`src/rtl/sqrt_pkg.sv`:
```
// Shared types and helpers for the sequential integer square-root engine.
// The width-check macro guards every instantiation against odd or tiny radicand widths.
`ifndef SQRT_PKG_MACROS
`define SQRT_PKG_MACROS
`define SQRT_CHECK_EVEN_W(w_) \
    if ((((w_) % 2) != 0) || ((w_) < 4)) begin : g_bad_w \
        $error("isqrt_seq: W must be even and >= 4"); \
    end
`endif

package sqrt_pkg;

    typedef enum logic [1:0] {
        IDLE = 2'd0,
        RUN  = 2'd1,
        DONE = 2'd2
    } state_t;

    function automatic int iter_w(input int w);
        return w / 2;
    endfunction

endpackage

```
`src/rtl/isqrt_step.sv`:
```
// One digit-by-digit square-root iteration: consumes two radicand bits and
// produces one root bit. Purely combinational.
module isqrt_step #(
    parameter int N = 8
) (
    input  logic [N+1:0] p,
    input  logic [N-1:0] r,
    input  logic [1:0]   a_top,
    output logic [N+1:0] p_next,
    output logic [N-1:0] r_next
);

    logic [N+1:0] p_sh;
    logic [N+1:0] trial;
    logic         ge;

    // The bits shifted out of p are always zero, since the partial remainder never exceeds 2*R.
    always_comb begin
        p_sh   = (p << 2) | {{N{1'b0}}, a_top};
        trial  = ({2'b00, r} << 2) | {{(N+1){1'b0}}, 1'b1};
        ge     = (p_sh >= trial);
        p_next = ge ? (p_sh - trial) : p_sh;
        r_next = (r << 1) | {{(N-1){1'b0}}, ge};
    end

endmodule

```
`src/rtl/isqrt_seq.sv`:
```
// Sequential integer square root: floor(sqrt(radicand)) and remainder,
// one root bit per cycle, with a start/done handshake.
module isqrt_seq
    import sqrt_pkg::*;
#(
    parameter int W = 16
) (
    input  logic             clk,
    input  logic             rst_ld,
    input  logic             start,
    input  logic [W-1:0]     radicand,
    output logic             ready,
    output logic             busy,
    output logic             done,
    output logic [W/2-1:0]   root,
    output logic [W/2:0]     remainder
);

    localparam int N  = iter_w(W);
    localparam int CW = (N > 1) ? $clog2(N) : 1;

    `SQRT_CHECK_EVEN_W(W)

    state_t        state;
    state_t        state_nxt;
    logic [W-1:0]  a;
    logic [N-1:0]  r;
    logic [N-1:0]  r_nxt;
    logic [N+1:0]  p;
    logic [N+1:0]  p_nxt;
    logic [CW-1:0] cnt;
    logic          accept;
    logic          last;

    isqrt_step #(.N(N)) u_step (
        .p      (p),
        .r      (r),
        .a_top  (a[W-1:W-2]),
        .p_next (p_nxt),
        .r_next (r_nxt)
    );

    assign accept = ready && start;
    assign last   = (state == RUN) && (cnt == '0);

    always_ff @(posedge clk) begin
        if (rst_ld) begin
            state <= IDLE;
        end else begin
            state <= state_nxt;
        end
    end

    always_comb begin
        state_nxt = state;
        case (state)
            IDLE:    if (start) state_nxt = RUN;
            RUN:     if (last)  state_nxt = DONE;
            DONE:    state_nxt = start ? RUN : IDLE;
            default: state_nxt = IDLE;
        endcase
    end

    always_comb begin
        ready = (state == IDLE) || (state == DONE);
        busy  = (state == RUN);
        done  = (state == DONE);
    end

    // Results are latched only on the final iteration so intermediate roots never leak out.
    always_ff @(posedge clk) begin
        if (rst_ld) begin
            a         <= '0;
            r         <= '0;
            p         <= '0;
            cnt       <= '0;
            root      <= '0;
            remainder <= '0;
        end else if (accept) begin
            a   <= radicand;
            r   <= '0;
            p   <= '0;
            cnt <= CW'(N - 1);
        end else if (state == RUN) begin
            a <= a << 2;
            r <= r_nxt;
            p <= p_nxt;
            if (cnt == '0) begin
                root      <= r_nxt;
                remainder <= p_nxt[N:0];
            end else begin
                cnt <= cnt - 1'b1;
            end
        end
    end

endmodule

```
`config.mk`:
```
export PLATFORM = sky130hd
export DESIGN_NAME = isqrt_seq
export DESIGN_NICKNAME = d
export VERILOG_FILES = /design/src/rtl/sqrt_pkg.sv /design/src/rtl/isqrt_step.sv /design/src/rtl/isqrt_seq.sv
export SDC_FILE = /design/constraint.sdc
export NUM_CORES = 1
export LEC_CHECK = 0
export ABC_CLOCK_PERIOD_IN_PS = 3200
export BUFFER_PORTS_ARGS = -buffer_cell sky130_fd_sc_hd__buf_2
export CORE_ASPECT_RATIO = 1.5
export CORE_MARGIN = 1
export CORE_UTILIZATION = 36
export DETAILED_ROUTE_END_ITERATION = 10
export HOLD_SLACK_MARGIN = 0.1
export PLACE_DENSITY = 0.63
export SETUP_SLACK_MARGIN = 0.3
export SLEW_MARGIN = 20
export SYNTH_ARGS = -nofsm -noshare
export SYNTH_HDL_FRONTEND = slang
export SYNTH_SLANG_ARGS = --single-unit
```
`constraint.sdc`:
```
create_clock -name clk -period 3.2 [get_ports clk]
set_input_delay 0.48 -clock clk [delete_from_list [all_inputs] [get_ports clk]]
set_output_delay 0.48 -clock clk [all_outputs]
set_load 0.05 [all_outputs]
```
---- Yosys cells after proc, flatten, opt, wreduce, memory -nomap -nowiden ----
Cells that the tools add are included.
operators by class
  add/sub/neg operators ................... 2
  magnitude comparators ................... 1
  eq/ne operators ......................... 5
  mux-type cells .......................... 10
  bitwise logic cells ..................... 3
  reductions and logical operators ........ 10
operators by type and width
  cell                                                                      number
  16-bit 2-to-1 mux                                                         2
  10-bit >= comparator                                                      1
  10-bit by 2-bit OR with 10-bit output                                     1
  3-bit 2-to-1 mux                                                          3
  9-bit 2-to-1 mux                                                          1
  9-bit subtractor                                                          1
  8-bit by 1-bit OR with 8-bit output                                       1
  2-bit case mux with 3 select lines                                        1
  2-bit 2-to-1 mux                                                          2
  2-bit inequality test (second input constant)                             2
  2-bit AND reduction                                                       2
  3-bit zero test                                                           1
  3-bit AND reduction                                                       1
  3-bit by 1-bit subtractor with 3-bit output (second input constant)       1
  2-bit by 1-bit equality test with 1-bit output (second input constant)    1
  2-bit equality test (second input constant)                               1
  1-bit logical AND                                                         2
  2-bit zero test                                                           1
  2-bit by 1-bit inequality test with 1-bit output (second input constant)  1
  2-bit nonzero test                                                        1
  2-bit OR reduction                                                        1
  1-bit logical OR                                                          1
  1-bit 2-to-1 mux                                                          1
  1-bit inverter                                                            1
storage, ports and cells
  bits in registers ....................... 54
  input port bits ......................... 19
  output and inout bits ................... 20

---- Longest topological paths before layout ----
Gate-level depths: netlist (run 1).
  word-level depth ........................ 5
  mapped depth ............................ 8
  mapped depth without buffers ............ 7

---- Hierarchy ----
A second synthesis (run 1) with hierarchy kept.
unflattened totals
  cell total of the unflattened synthesis .. 340
  area, all modules ....................... 2800.2 µm²
by module, submodules not included
  module      times used  cells an instance  area an instance (µm²)
  isqrt_seq   1           256                2132.0
  isqrt_step  1           84                 668.1

---- Worst setup path after synthesis (run 1) ----
Ideal clock, no wire load.
  path type ............................... register -> register
  start point ............................. register r[5]
  end point ............................... register p[6]
  setup time .............................. 0.166 ns
  arrival ................................. 1.710 ns
  data required time ...................... 3.034 ns
  path slack .............................. 1.324 ns
  cell stages (with the launch flop) ...... 9
  path buffers ............................ 1
  cell sequence ........................... dfxtp_1 > inv_1 > ha_1 > a21oi_2 > o21ai_1 > a31o_4 > buf_6 > o41ai_1 > a31oi_1
between the ends
  longest elaborated chain between the ends .. 2
ends and longest elaborated chain
  what                    RTL line          source
  from (decl)             isqrt_seq.sv:27   logic [N-1:0] r;
  from (signal assigned)  isqrt_seq.sv:86   r <= r_nxt;
  10-bit >= comparator    isqrt_step.sv:21  ge = (p_sh >= trial);
  9-bit 2-to-1 mux        isqrt_step.sv:22  p_next = ge ? (p_sh - trial) : p_sh;
  to (signal assigned)    isqrt_seq.sv:87   p <= p_nxt;
  to (decl)               isqrt_seq.sv:29   logic [N+1:0] p;
No other way between the ends.
A chain may end at the register's enable or synchronous reset.

---- Worst setup path in the final report (run 1) ----
  start point ............................. register r[5]
  end point ............................... register remainder[1]
between the ends
  longest elaborated chain between the ends .. 2
ends and longest elaborated chain
  what                  RTL line          source
  10-bit >= comparator  isqrt_step.sv:21
  9-bit 2-to-1 mux      isqrt_step.sv:22
  to (signal assigned)  isqrt_seq.sv:90   remainder <= p_nxt[N:0];
  to (decl)             isqrt_seq.sv:16   output logic [W/2:0] remainder
No other way between the ends.

==> results.py, run 1 <==
metrics = {
    "yosys": {
        "yosys-top-cells-area": "dfxtp_1 39%, nand2_1 9.2%, nor2_1 5.8%",
        "synth_seq_area_share_pct": 39.4,
        "async_flop_share_pct": 0,
        "ys.warnings.count": 0,
        "synth_top_cell_by_area": "dfxtp_1",
        "yosysMostFrequentCell": "nand2_1",
        "synth_area_per_cell_um2": 8.02,
        "synth_fp_nets": 373,
        "synth_edf_count": 0,
        "synth_top_area_share_pct": 39.4,
        "synth_area_um2": 2740,
        "synthCells": 342,
        "synthFlopType": "dfxtp_1",
        "synth-seq-cells": 54,
        "synth_commonest_cells": "67 x nand2_1, 54 x dfxtp_1, 42 x nor2_1, 24 x a21oi_1, 15 x clkbuf_1",
        "synth_cell_types": 46,
    },
    "run": {
        "cap_viol_max_count": 0,
    },
    "layout": {
        "syn_to_final_growth_pct": 12.8,
        "diodes": 0,
        "drive_gt1_share_pct": 17.3,
        "finalNetCount": 400,
        "fill_cells": 800,
        "design_area_um2": 3090,
    },
    "pwr": {
        "p_clk_share_pct": 23.1,
        "leakage_nw": 1.19,
        "switching_share_pct": 37.0,
        "vdd.ir_drop.worst_uv": 298,
        "switching_power_w": 0.000612,
        "pwr_density_cell_nw_per_um2": 535,
        "p_int_w": 0.00104,
        "power_frac_seq_pct": 45.4,
        "p_comb_share_pct": 31.5,
    },
    "worst_setup_path": {
        "max_stage_delay_ns": 0.40,
        "path_class": "register to register",
        "critical_path_arrival_ns": 2.38,
        "cp_max_fo": 7,
        "reg2reg_slack_ns": 1.02,
        "critPathSlowestCell": "dfxtp_1",
        "end_kind": "register",
        "path_cells": "inv_1 > ha_1 > a21oi_2 > o21ai_1 > a31oi_4 > nand2_1 > o311a_1",
        "path_delay_family": "compound AO/OA/AOI/OAI gates",
        "crit_required_ns": 3.40,
        "start_kind": "register",
        "critPathBufInv": 1,
    },
    "die": {
        "core_area_um2": 7320,
        "die_h_um": 109,
        "row_count": 38,
        "initial_utilization_pct": 37.4,
        "die-area_um2": 7980,
        "io_pins": 39,
        "dieWidth_um": 73.3,
    },
    "timing": {
        "setup_violations": 0,
        "worst_pin_slew_ns": 0.777,
        "period_share_pct": 68.1,
        "max_slew_margin_pct": 48.2,
        "rsz0062_at_grt": "no",
        "fin_skew_ns": 0.00526,
        "fmax_ghz": 0.459,
        "slew_viol_final": 0,
        "min_period_ns": 2.18,
        "timing.setup.tns_ns": 0,
        "hold_violations": 0,
    },
    "placed_design": {
        "io_buffers": 38,
        "place.gp.congestion": 0.906,
        "dpl_cell_area_um2": 3000,
        "post-dp-hpwl_um": 4340,
    },
    "clock_network": {
        "ctsRootBufferMaster": "clkbuf_8",
        "cts_tree": "done",
        "cts_made_buffers": 5,
        "clkSlewWorstSetupHoldPaths_ns": 0.10,
        "cts_max_level": 2,
        "ctsResizeCount": 0,
        "postCtsSetupBuffers": 0,
        "ctsHoldBuffers": 0,
        "clock_path_buffers": 2,
        "clock_latency_ns": 0.31,
        "clock_sinks": 54,
    },
    "global_routing": {
        "grt_pass1_wl_um": 10700,
        "antenna_found_initial": 0,
        "overflow": 0,
        "grt_pass1_vias": 2343,
        "grt_use_total_pct": 17.0,
        "grt_max_degree": 44,
    },
    "detailed_routing": {
        "dr.pass1.iters": 4,
        "drc": 0,
        "wl_per_cell_um": 13.8,
        "routed_wl_um": 6470,
        "vias_per_cell": 5.30,
        "num_vias": 2491,
        "antenna_left": 0,
        "dr.first_iter.drc_count": 146,
    },
    "status": {
        "status": "finished clean",
    },
    "worst_hold_path": {
        "hp-class": "input pin to register",
    },
}
==> flip-flops by register name, summed over array words and instances, names as in the netlist <==
register   count
a             16
cnt            3
p              8
r              8
remainder      9
root           8
state          2
==> power groups by stage <==
stage | Clock, W | Combinational [W] | Sequential, W
6_report | 0.000383 | 0.000521 | 0.000751
5_1_grt | 0.000420 | 0.000570 | 0.000758
4_1_cts | 0.000396 | 0.000520 | 0.000751
3_5_place_dp | 0 | 0.000518 | 0.000766
3_3_place_gp | 0 | 0.000512 | 0.000765
2_1_floorplan | 0 | 0.000379 | 0.000794
==> cell usage in the layout, fill, tap and decap left out, types with 2 or more instances in the layout <==
cell,count
nand2_1,67
dfxtp_1,54
nor2_1,42
buf_2,38
a21oi_1,24
inv_1,14
a311oi_1,14
ha_1,12
a31oi_1,11
o21ai_0,9
nor3_1,9
nand3_1,7
o41ai_1,7
clkbuf_8,5
nand2b_1,4
o21bai_1,4
buf_4,4
nor2b_1,3
a211oi_2,3
xor2_1,3
xnor2_1,3
mux2i_1,3
o21a_1,2
o211ai_1,2
or3_1,2
a211oi_1,2
==> worst register-to-register path: cells and delay by family (launching register included) <==
family,cells,cell delay (ns)
AND/OR/NAND/NOR,1,0.28
adder cells (fa/ha/maj),1,0.35
AO/OA/AOI/OAI,4,0.98
buffers and inverters,1,0.06
flip-flops,1,0.40
==> worst paths after layout <==
check | start | to | cells after the start
max | r[5]$_SDFFE_PP0P_ | remainder[1]$_SDFFE_PP0P_ | 7
min | radicand[2] | a[2]$_SDFFE_PP0P_ | 3
max reg2reg | r[5]$_SDFFE_PP0P_ | remainder[1]$_SDFFE_PP0P_ | 7
min reg2reg | root[7]$_SDFFE_PP0P_ | root[7]$_SDFFE_PP0P_ | 2
==> logic make-up (layout without fill, tap and decap cells) <==
| logic type | after synthesis | in the layout | synth area share [%] |
|---|---|---|---|
| adders and majority gates | 12 | 12 | 5.48 |
| buffers and inverters | 37 | 65 | 5.70 |
| AOI/OAI and AO/OA | 89 | 89 | 23.9 |
| and+or+nand+nor | 141 | 141 | 22.5 |
| DFF | 54 | 54 | 39.4 |
| xor gates and xnor gates | 6 | 6 | 1.92 |
| muxes | 3 | 3 | 1.10 |
==> routing by layer <==
layer	GRT usage [%]	part of all wire [%]
met1	20.4	45
met3	2.96	4.3
met4	6.86	2.6
met2	29.6	48
met5	0	0
==> metrics by stage <==
| stage | hold slack, ns | power, W | setup slack (ns) | instances | util, % |
|---|---|---|---|---|---|
| 2_1_floorplan | 0.436 | 0.00117 | 1.32 | 342 | - |
| 3_3_place_gp | 0.443 | 0.00128 | 1.10 | 462 | 41.0 |
| 3_5_place_dp | 0.444 | 0.00128 | 1.05 | 462 | 41.0 |
| 4_1_cts | 0.444 | 0.00167 | 1.03 | 470 | 42.2 |
| 5_1_grt | 0.451 | 0.00175 | 0.865 | 470 | 42.2 |
| 6_report | 0.454 | 0.00165 | 1.02 | 470 | 42.2 |
==> final cells by class <==
type / instances / area (um^2) / share of cell area [%]
clock buffer: 5 / 68.8 / 2.23
clock inverter: 3 / 21.3 / 0.688
inverter: 15 / 56.3 / 1.82
multi-input combinational: 251 / 1520 / 49.1
sequential: 54 / 1080 / 35.0
tap: 100 / 125 / 4.05
timing repair buffer: 42 / 220 / 7.12
Power figures use the tool's default switching activity.
==> inputs of run 2 (changes only) <==
Settings changed: ABC_CLOCK_PERIOD_IN_PS 3200 to 1900, PLACE_DENSITY 0.63 to 0.65.
Clock period 3.2 ns to 1.9 ns, I/O delays scaled along.
==> results.py, run 2 (synthesized netlist as in run 1, its figures left out) <==
metrics = {
    "layout": {
        "syn_to_final_growth_pct": 40.2,
        "seq_area_um2": 1110,
        "reg_top3": "a: 16 flops, remainder: 9 flops",
        "largest_register_ffs": 16,
        "final_common_cell": "nand2_1",
        "regMostFlops": "a",
        "design_area_um2": 3840,
        "drive_gt1_share_pct": 38.5,
        "diodes": 0,
        "multiInputGateArea_um2": 1870,
        "instances_no_fill": 505,
        "post-route-util_pct": 52.5,
        "final_cell_mix": "62 x nand2_1, 39 x nor2_1, 37 x dfxtp_1, 37 x buf_2, 27 x buf_4",
        "finalNetCount": 435,
        "fill_cells": 694,
    },
    "worst_setup_path": {
        "end_kind": "register",
        "path_class": "register to register",
        "cp_max_fo": 7,
        "start_kind": "register",
        "crit_required_ns": 2.10,
        "critPathSlowestCell": "dfxtp_2",
        "reg2reg_slack_ns": 0.13,
        "cp.depth": 7,
        "r2r_cells": 7,
        "max_stage_delay_ns": 0.35,
        "path_delay_family": "compound AO/OA/AOI/OAI gates",
        "r2r_end": "p[6]$_SDFFE_PP0P_",
        "critical_path_arrival_ns": 1.97,
        "critPathBufInv": 2,
        "path_cells": "inv_2 > ha_4 > a21o_4 > o21a_4 > buf_12 > o41ai_2 > a31oi_1",
        "rr_startpoint": "r[3]$_SDFFE_PP0P_",
    },
    "timing": {
        "timing.setup.tns_ns": 0,
        "setup_violations": 0,
        "rsz0062_at_grt": "yes",
        "max_slew_margin_pct": 69.1,
        "worst_pin_slew_ns": 0.462,
        "fin_skew_ns": 0.00397,
        "min_period_ns": 1.77,
        "hold_violations": 0,
        "period_share_pct": 93.0,
        "slew_viol_final": 0,
        "fmax_ghz": 0.566,
        "hold_ws_ns": 0.249,
    },
    "pwr": {
        "pwr_density_cell_nw_per_um2": 867,
        "leakage_nw": 1.47,
        "vdd.ir_drop.worst_uv": 652,
    },
    "worst_hold_path": {
        "hp-start": "radicand[10]",
        "hold_end": "a[10]$_SDFFE_PP0P_",
        "whs_path_depth": 3,
        "hp-class": "input pin to register",
    },
    "run": {
        "cap_viol_max_count": 0,
    },
    "clock_network": {
        "ctsHoldBuffers": 0,
        "clock_latency_ns": 0.32,
        "clkSlewWorstSetupHoldPaths_ns": 0.09,
        "clock_path_buffers": 2,
        "clock_sinks": 54,
        "cts_tree": "done",
        "cts_made_buffers": 5,
        "cts_max_level": 2,
        "ctsRootBufferMaster": "clkbuf_8",
    },
    "status": {
        "status": "finished clean",
    },
    "global_routing": {
        "grt_pass1_vias": 2622,
        "grt_use_total_pct": 21.1,
        "grt_max_degree": 30,
        "overflow": 0,
        "antenna_found_initial": 0,
        "grt_pass1_wl_um": 12600,
    },
    "die": {
        "die_h_um": 109,
        "core_area_um2": 7320,
        "dieWidth_um": 73.3,
        "row_count": 38,
        "io_pins": 39,
        "initial_utilization_pct": 37.4,
        "die-area_um2": 7980,
    },
    "detailed_routing": {
        "vias_per_cell": 5.35,
        "num_vias": 2703,
        "drc": 0,
        "dr.pass1.iters": 4,
        "antenna_left": 0,
        "routed_wl_um": 7850,
        "wl_per_cell_um": 15.5,
        "dr.first_iter.drc_count": 131,
    },
    "placed_design": {
        "place.gp.congestion": 0.962,
        "post-dp-hpwl_um": 5200,
        "io_buffers": 38,
        "placed_cells": 474,
        "dpl_cell_area_um2": 3330,
    },
}
-- run 2: per-layer routing --
| metal | up-vias | routed length, um | global-route usage, % |
|---|---|---|---|
| met5 | - | 0 | 0 |
| met4 | 0 | 356 | 13.6 |
| met3 | 21 | 221 | 3.14 |
| met2 | 63 | 4100 | 37.4 |
| met1 | 1289 | 3170 | 23.1 |
| li1 | 1330 | - | - |
-- run 2: worst max path at each step --
stage | startpoint | end | slack (ns)
final | r[3]$_SDFFE_PP0P_ | p[6]$_SDFFE_PP0P_ | 0.13
after global routing | r[3]$_SDFFE_PP0P_ | p[7]$_SDFFE_PP0P_ | 0.04
after CTS | r[5]$_SDFFE_PP0P_ | p[5]$_SDFFE_PP0P_ | 0.14
after detailed placement | r[0]$_SDFFE_PP0P_ | p[2]$_SDFFE_PP0P_ | 0.07
after global placement | r[0]$_SDFFE_PP0P_ | remainder[2]$_SDFFE_PP0P_ | 0.09
after floorplan | r[3]$_SDFFE_PP0P_ | p[6]$_SDFFE_PP0P_ | 0.25
-- run 2: layout make-up --
class,count,share of cell area [%]
inverters,15,1.53
clock buffers,7,2.25
repair buffers,76,15.2
flip-flops and latches,54,28.9
well taps,100,3.26
multi-input cells,252,48.8
clock inverters,1,0.130
-- run 2: repair_timing --
action,4_1_cts,5_1_grt
endpoints found under the setup margin,20,20
pin swaps,22,15
cloned,2,0
setup buffers,18,3
resized for setup,32,16
-- run 2: through the flow --
stage / total power, W / setup WS (ns)
4_1_cts: 0.00328 / 0.141
3_3_place_gp: 0.00231 / 0.0945
5_1_grt: 0.00349 / 0.0368
2_1_floorplan: 0.00207 / 0.248
3_5_place_dp: 0.00232 / 0.0687
6_report: 0.00333 / 0.132
-- run 2: worst min-delay path: stages --
cell	delay [ns]
buf_2	0.10
nor2_1	0.09
a311oi_1	0.05
-- run 2: where the power goes --
part | leakage (nW) | total [W] | internal, W | switching (W)
combinational | 0.973 | 0.00139 | 0.000598 | 0.000790
sequential | 0.450 | 0.00127 | 0.00121 | 0.0000596
clock | 0.0482 | 0.000671 | 0.000295 | 0.000376
